$ cat src/rtl/y86_pkg.sv
// y86_pkg: shared Y86-64 constants and types for the pipeline.
//   RNONE / RSP     : register-id constants used by the writeback path
//   I*              : instruction codes (kept here for the whole pipeline)
//   pend_t          : {dst, val} pending writeback entry at full register width
package y86_pkg;

    localparam int XLEN = 64;

    localparam logic [3:0] RNONE = 4'hF;
    localparam logic [3:0] RSP   = 4'h4;

    localparam logic [3:0] IHALT   = 4'h0;
    localparam logic [3:0] INOP    = 4'h1;
    localparam logic [3:0] IRRMOVQ = 4'h2;
    localparam logic [3:0] IIRMOVQ = 4'h3;
    localparam logic [3:0] IRMMOVQ = 4'h4;
    localparam logic [3:0] IMRMOVQ = 4'h5;
    localparam logic [3:0] IOPQ    = 4'h6;
    localparam logic [3:0] IJXX    = 4'h7;
    localparam logic [3:0] ICALL   = 4'h8;
    localparam logic [3:0] IRET    = 4'h9;
    localparam logic [3:0] IPUSHQ  = 4'hA;
    localparam logic [3:0] IPOPQ   = 4'hB;

    typedef struct packed {
        logic [3:0]      dst;
        logic [XLEN-1:0] val;
    } pend_t;

endpackage

$ cat src/rtl/wb_pend_fifo.sv
// wb_pend_fifo: in-order pending-write FIFO, 2 writes in / 1 write out per cycle.
//   clk, reset            : clock, synchronous active-high reset
//   enq0_*, enq1_*        : up to two entries per cycle, slot 0 is older;
//                           enq1_en is only asserted together with enq0_en
//   head_valid/dst/val    : oldest entry; it is dequeued on every edge where
//                           head_valid is high (the consumer always takes it)
//   cnt                   : occupancy
//   look_*/hit_*/val_*    : combinational newest-match lookups for A, B, RSP
module wb_pend_fifo
    import y86_pkg::*;
#(
    parameter int DEPTH  = 4,
    parameter int DATA_W = 64,
    localparam int PW    = (DEPTH > 1) ? $clog2(DEPTH) : 1,
    localparam int CW    = $clog2(DEPTH + 1)
) (
    input  logic              clk,
    input  logic              reset,
    input  logic              enq0_en,
    input  logic [3:0]        enq0_dst,
    input  logic [DATA_W-1:0] enq0_val,
    input  logic              enq1_en,
    input  logic [3:0]        enq1_dst,
    input  logic [DATA_W-1:0] enq1_val,
    output logic              head_valid,
    output logic [3:0]        head_dst,
    output logic [DATA_W-1:0] head_val,
    output logic [CW-1:0]     cnt,
    input  logic [3:0]        look_a,
    input  logic [3:0]        look_b,
    input  logic [3:0]        look_s,
    output logic              hit_a,
    output logic [DATA_W-1:0] val_a,
    output logic              hit_b,
    output logic [DATA_W-1:0] val_b,
    output logic              hit_s,
    output logic [DATA_W-1:0] val_s
);

    logic [3:0]        dst_mem [DEPTH];
    logic [DATA_W-1:0] val_mem [DEPTH];
    logic [PW-1:0]     head;
    logic [PW-1:0]     tail;
    logic              deq;

    function automatic logic [PW-1:0] ptr_inc(input logic [PW-1:0] p);
        return (p == PW'(DEPTH - 1)) ? '0 : p + 1'b1;
    endfunction

    // Walk from the oldest entry to the newest so a later match overrides an
    // earlier one; ordering is by age, independent of where the pointers sit.
    function automatic logic [DATA_W:0] lookup(input logic [3:0] addr);
        logic [DATA_W:0] r;
        logic [PW-1:0]   idx;
        r   = '0;
        idx = head;
        for (int i = 0; i < DEPTH; i++) begin
            if ((CW'(i) < cnt) && (dst_mem[idx] == addr)) begin
                r = {1'b1, val_mem[idx]};
            end
            idx = ptr_inc(idx);
        end
        return r;
    endfunction

    assign deq        = (cnt != '0);
    assign head_valid = deq;
    assign head_dst   = dst_mem[head];
    assign head_val   = val_mem[head];

    always_ff @(posedge clk) begin
        if (reset) begin
            head <= '0;
            tail <= '0;
            cnt  <= '0;
        end else begin
            if (enq1_en) begin
                tail <= ptr_inc(ptr_inc(tail));
            end else if (enq0_en) begin
                tail <= ptr_inc(tail);
            end
            if (deq) begin
                head <= ptr_inc(head);
            end
            cnt <= cnt + CW'(enq0_en) + CW'(enq1_en) - CW'(deq);
        end
    end

    // Storage needs no reset: entries beyond cnt are never observed.
    always_ff @(posedge clk) begin
        if (enq0_en) begin
            dst_mem[tail] <= enq0_dst;
            val_mem[tail] <= enq0_val;
        end
        if (enq1_en) begin
            dst_mem[ptr_inc(tail)] <= enq1_dst;
            val_mem[ptr_inc(tail)] <= enq1_val;
        end
    end

    always_comb begin
        {hit_a, val_a} = lookup(look_a);
        {hit_b, val_b} = lookup(look_b);
        {hit_s, val_s} = lookup(look_s);
    end

endmodule

$ cat src/rtl/wb_regfile_sched.sv
// wb_regfile_sched: 15-entry register file behind a pending-write scheduler.
//   clk, reset             : clock, synchronous active-high reset
//   w_valid / w_ready      : retiring-instruction handshake (see below)
//   w_dstE/w_valE          : E-port write, dst 4'hF = none
//   w_dstM/w_valM          : M-port write, dst 4'hF = none
//   srcA/srcB -> rdA/rdB   : decode reads, forwarded from pending writes
//   rsp                    : forwarded value of register 4
//   pend_cnt, busy         : buffer occupancy, occupancy != 0
//
// Handshake: an instruction transfers on a rising edge where w_valid and
// w_ready are both high. w_ready depends only on registered occupancy (and
// is held low during reset), never on w_valid or the destinations. While
// w_valid is high and w_ready low, the producer holds all w_* inputs stable.
module wb_regfile_sched
    import y86_pkg::*;
#(
    parameter int DEPTH  = 4,
    parameter int DATA_W = 64,
    localparam int CW    = $clog2(DEPTH + 1)
) (
    input  logic              clk,
    input  logic              reset,
    input  logic              w_valid,
    output logic              w_ready,
    input  logic [3:0]        w_dstE,
    input  logic [DATA_W-1:0] w_valE,
    input  logic [3:0]        w_dstM,
    input  logic [DATA_W-1:0] w_valM,
    input  logic [3:0]        srcA,
    input  logic [3:0]        srcB,
    output logic [DATA_W-1:0] rdA,
    output logic [DATA_W-1:0] rdB,
    output logic [DATA_W-1:0] rsp,
    output logic [CW-1:0]     pend_cnt,
    output logic              busy
);

    logic [DATA_W-1:0] regs [15];

    logic              transfer;
    logic              e_want;
    logic              m_want;
    logic              enq0_en;
    logic [3:0]        enq0_dst;
    logic [DATA_W-1:0] enq0_val;
    logic              enq1_en;
    logic              head_valid;
    logic [3:0]        head_dst;
    logic [DATA_W-1:0] head_val;
    logic [CW-1:0]     cnt;
    logic              hit_a, hit_b, hit_s;
    logic [DATA_W-1:0] val_a, val_b, val_s;

    // Room for a two-write instruction is required before accepting any.
    assign w_ready  = !reset && (cnt <= CW'(DEPTH - 2));
    assign transfer = w_valid && w_ready;

    // When both ports target the same register (popq %rsp) only M survives.
    assign e_want = (w_dstE != RNONE) && (w_dstE != w_dstM);
    assign m_want = (w_dstM != RNONE);

    // Slot 0 is E when present, otherwise M; slot 1 is M behind E.
    assign enq0_en  = transfer && (e_want || m_want);
    assign enq0_dst = e_want ? w_dstE : w_dstM;
    assign enq0_val = e_want ? w_valE : w_valM;
    assign enq1_en  = transfer && e_want && m_want;

    wb_pend_fifo #(.DEPTH(DEPTH), .DATA_W(DATA_W)) u_fifo (
        .clk        (clk),
        .reset      (reset),
        .enq0_en    (enq0_en),
        .enq0_dst   (enq0_dst),
        .enq0_val   (enq0_val),
        .enq1_en    (enq1_en),
        .enq1_dst   (w_dstM),
        .enq1_val   (w_valM),
        .head_valid (head_valid),
        .head_dst   (head_dst),
        .head_val   (head_val),
        .cnt        (cnt),
        .look_a     (srcA),
        .look_b     (srcB),
        .look_s     (RSP),
        .hit_a      (hit_a),
        .val_a      (val_a),
        .hit_b      (hit_b),
        .val_b      (val_b),
        .hit_s      (hit_s),
        .val_s      (val_s)
    );

    // Only real destinations are ever queued, so head_dst is always 0..14.
    always_ff @(posedge clk) begin
        if (reset) begin
            for (int i = 0; i < 15; i++) begin
                regs[i] <= DATA_W'(i);
            end
        end else if (head_valid) begin
            regs[head_dst] <= head_val;
        end
    end

    function automatic logic [DATA_W-1:0] rd_mux(input logic [3:0] addr,
                                                 input logic hit,
                                                 input logic [DATA_W-1:0] fwd);
        if (addr == RNONE) begin
            return '0;
        end else if (hit) begin
            return fwd;
        end
        return regs[addr];
    endfunction

    always_comb begin
        rdA = rd_mux(srcA, hit_a, val_a);
        rdB = rd_mux(srcB, hit_b, val_b);
        rsp = rd_mux(RSP, hit_s, val_s);
    end

    assign pend_cnt = cnt;
    assign busy     = (cnt != '0);

endmodule

$ cat config.mk
export PLATFORM = sky130hd
export DESIGN_NAME = wb_regfile_sched
export DESIGN_NICKNAME = d
export VERILOG_FILES = /design/src/rtl/y86_pkg.sv /design/src/rtl/wb_pend_fifo.sv /design/src/rtl/wb_regfile_sched.sv
export SDC_FILE = /design/constraint.sdc
export NUM_CORES = 2
export LEC_CHECK = 0
export CORE_ASPECT_RATIO = 0.5
export CORE_UTILIZATION = 35
export CTS_BUF_LIST = sky130_fd_sc_hd__clkbuf_8
export DETAILED_ROUTE_END_ITERATION = 8
export SYNTH_ARGS = -nofsm -noshare
export SYNTH_HDL_FRONTEND = slang
export SYNTH_HIERARCHICAL = 1
export SYNTH_SLANG_ARGS = --single-unit
$ cat constraint.sdc
create_clock -name clk -period 13.24 [get_ports clk]
set_input_delay 2.648 -clock clk [delete_from_list [all_inputs] [get_ports clk]]
set_output_delay 2.648 -clock clk [all_outputs]
set_load 0.03 [all_outputs]
==> metrics.md <==
| Metric | Value |
|---|---|
| Final setup skew | 0.0799 ns |
| CORE AREA | 245000 sq um |
| Vias in the first global route | 64.7k |
| Worst slew pin tran | 1.28 ns |
| WL final | 369000 um |
| First-pass GRT wire length | 505000 um |
| Area Growth Syn to Fin | 11.0% |
| Post-DP HPWL | 222000 um |
| Critical Path Start Type | input pin |
| Longest Clk Path Bufs | 3 |
| Data arrival time of the worst path | 8.23 ns |
| Cts bufs inserted | 209 |
| Htree depth | 4 |
| Peak Freq | 92.0 MHz |
| Sequential area share after synthesis | 45.0% |
| EDFF count, synth | 1296 |
| CTS tree | done |
| Fin. max-slew vios | 0 |
| Nets | 7016 |
| Mapped cell area | 86900 sq um |
| Initial antenna violation count | 35 |
| Crit path time final | 10.87 ns |
| Worst Setup End Kind | primary output |
| GRT Residual Overflow | 0 |
| Layout cells sized above 1 | 21.8% |
| RSZ-0062 raised after global routing | false |
| Die ar. | 250000 sq um |
| Reg2reg setup slack | 8.05 ns |
| Syn_area_per_cell | 12.6 sq um |
| Post-synth ARST share | 0% |
| WL/cell | 35.8 um |
| # hold bufs at CTS | 0 |
| Post-DR vias/cell | 6.53 |
| Worst path cell trace | buf_8, xnor2_1, and4_4, a21boi_4, o211ai_1, inv_1, nand3_4, buf_4, o21ai_0, clkdlybuf4s50_1 |
| Initial Util | 35.5% |
| I/O Pins | 344 |
| Cell area power density | 190 nW/um^2 |
| Primary FF master, synth | edfxtp_1 |
| Yosys cell types | 69 |
| Register bit count reported by yosys | 1305 |
| Crit share post-route | 82.1% |
| CP peak stage delay | 1.00 ns |
| Root Driver | clkbuf_8 |
| Port Buffer Count | 343 |
| Maximum vdd drop | 0.214 mV |
| Mapped Cells | 6877 |
| Die extent in x | 707 um |
| Worst EP required | 10.59 ns |
| Die H | 354 um |
| ANT nets after route | 0 |
| Crit path max fanout | 53 |
| Initial DRC count | 10.6k |
| DR pass1 iterations | 8 |
| Reg2reg path depth | 5 |
| Setup TNS | 0 ns |
| Hold path depth | 2 |
| Number of setup buffers added after CTS | 0 |
| Placer Congestion | 0.900 |
| Setup-failing EPs final | 0 |
| Max_cap viols | 0 |
| Vias | 67.2k |
| RR Endpoint | regs[5][40] |
| Slowest-stage cell, CP | a21boi_4 |
| GRT Total Usage | 28.3% |
| Yosys warning total | 6 |
| Hold Crit Start | u_fifo/head[1] |
| Clock transition time at the flip-flop clock pins of the worst setup and hold paths | 0.06 ns |
| Final hold vios | 0 |
| Worst slew margin | 14.4% |
| Worst-Skew Late Latency | 1.01 ns |
| Worst min path class | reg2reg |
| Post-CTS sizing | 0 |
| # DRC | 0 |
| Largest net degree at the start of global routing | 131 |
| Leak | 35.4 nW |
| Final Core Density | 39.4% |
| Status | complete, no violations |
| Critical path class | in2out |
| Row count | 128 |
| Clk sinks | 1305 |
## kinds of logic (layout without fill, tap and decap cells)
logic type	after synthesis	count (layout)	synth area share, %
AO/OA/AOI/OAI	1238	1238	12.1
XOR/XNOR	51	51	0.631
adder cells (fa/ha/maj)	11	11	0.167
buffers and inverters	821	965	4.46
flip-flops	1305	1305	45.0
multiplexers	1824	1824	27.3
other	2	26	0.00864
AND/OR/NAND/NOR	1625	1625	10.4
## final cells by class
class	instances	area, sq um
clock buffers	213	2930
well taps	3250	4070
multi-input cells	4758	44400
fillers	23100	149000
diodes	17	42.5
inverters	78	298
repair buffers	506	4690
flip-flops and latches	1305	39100
clock inverters	168	912
## worst max-delay path by stage
stage / from / endpoint / slack (ns) / depth (start not counted)
floorplan: srcB[0] / rdB[32] / 5.33 / 11
global placement: srcA[2] / rdA[10] / 2.69 / 10
detailed placement: srcA[2] / rdA[10] / 2.62 / 10
CTS: srcA[2] / rdA[10] / 2.62 / 10
global route: srcA[2] / rdA[10] / 2.51 / 10
finish: srcA[2] / rdA[10] / 2.37 / 10
## Yosys cell counts, drive strengths merged, types with 2 or more instances
| library cell | number | share of area, % |
|---|---|---|
| ha | 10 | 0.14 |
| nand2b | 9 | 0.065 |
| nor3b | 4 | 0.040 |
| a22oi | 238 | 2.1 |
| o211ai | 3 | 0.026 |
| a21boi | 3 | 0.026 |
| or2 | 16 | 0.12 |
| a221o | 9 | 0.10 |
| edfxtp | 1296 | 45 |
| nor2b | 23 | 0.17 |
| mux4 | 400 | 10 |
| buf | 342 | 2.4 |
| conb | 2 | 0.0086 |
| o21ai | 122 | 0.70 |
| nand2 | 88 | 0.38 |
| a211oi | 394 | 4.2 |
| a32oi | 119 | 1.2 |
| mux2i | 1064 | 12 |
| nor2 | 298 | 1.3 |
| a31o | 65 | 0.66 |
| dfxtp | 9 | 0.21 |
| and4 | 4 | 0.040 |
| xor2 | 7 | 0.16 |
| nand3 | 7 | 0.040 |
| o22ai | 137 | 1.3 |
| nand4 | 12 | 0.11 |
| nor3 | 201 | 1.2 |
| a31oi | 2 | 0.022 |
| and2 | 935 | 6.7 |
| inv | 78 | 0.34 |
| a311oi | 10 | 0.10 |
| a221oi | 64 | 0.92 |
| clkbuf | 401 | 1.7 |
| o22a | 64 | 0.65 |
| xnor2 | 44 | 0.47 |
| mux2 | 360 | 4.7 |
| o31a | 2 | 0.020 |
| or3 | 25 | 0.18 |
## cells in the final DEF (no fill, tap or decap), drive strengths merged, types with 44 or more instances in the layout
master         netlist  routed
edfxtp            1296    1296
mux2i             1064    1064
and2               935     935
mux4               400     400
a211oi             394     394
mux2               360     360
clkdlybuf4s50        0     333
nor2               298     298
a22oi              238     238
clkbuf             401     213
nor3               201     201
buf                342     173
inv                 78     149
o22ai              137     137
o21ai              122     122
a32oi              119     119
nand2               88      88
clkinv               0      86
a31o                65      65
o22a                64      64
a221oi              64      64
xnor2               44      44
## where the power goes
| group | internal, mW | total, mW | switching [mW] | leakage [nW] |
|---|---|---|---|---|
| combinational | 2.94 | 9.54 | 6.60 | 20.2 |
| sequential | 5.10 | 5.38 | 0.277 | 13.0 |
| clock | 1.62 | 3.42 | 1.80 | 2.19 |
| total | 9.65 | 18.3 | 8.68 | 35.4 |
## critical path, delay by kind of cell
kind	cells	cell delay (ns)
XOR/XNOR	1	0.19
AND/OR/NAND/NOR	2	0.94
buffers and inverters	4	2.10
AO/OA/AOI/OAI	3	2.23
## through the flow
step	worst slack, ns	area (sq um)	cells	total power, mW	hold slack (ns)
after detailed placement	2.62	92600	9896	14.6	0.573
after global placement	2.69	92600	9896	14.5	0.546
final	2.37	96500	10300	18.3	0.581
after floorplan	5.33	86900	6884	11.0	0.492
after global routing	2.51	96400	10300	18.6	0.603
after CTS	2.62	96400	10300	17.9	0.582
## flip-flops by register name (all words and copies together) (netlist names), named ones only
name and flops:
u_fifo/dst_mem 16, u_fifo/cnt 3, u_fifo/val_mem 256, u_fifo/tail 2
u_fifo/head 2, regs 1024
## metal layers
layer / GRT usage [%] / routed length (um)
met1: 37.3 / 141000
met4: 15.3 / 22500
met2: 42.1 / 157000
met3: 8.37 / 47700
met5: 0.523 / 353
No activity file was read; power rests on OpenSTA's default activity.
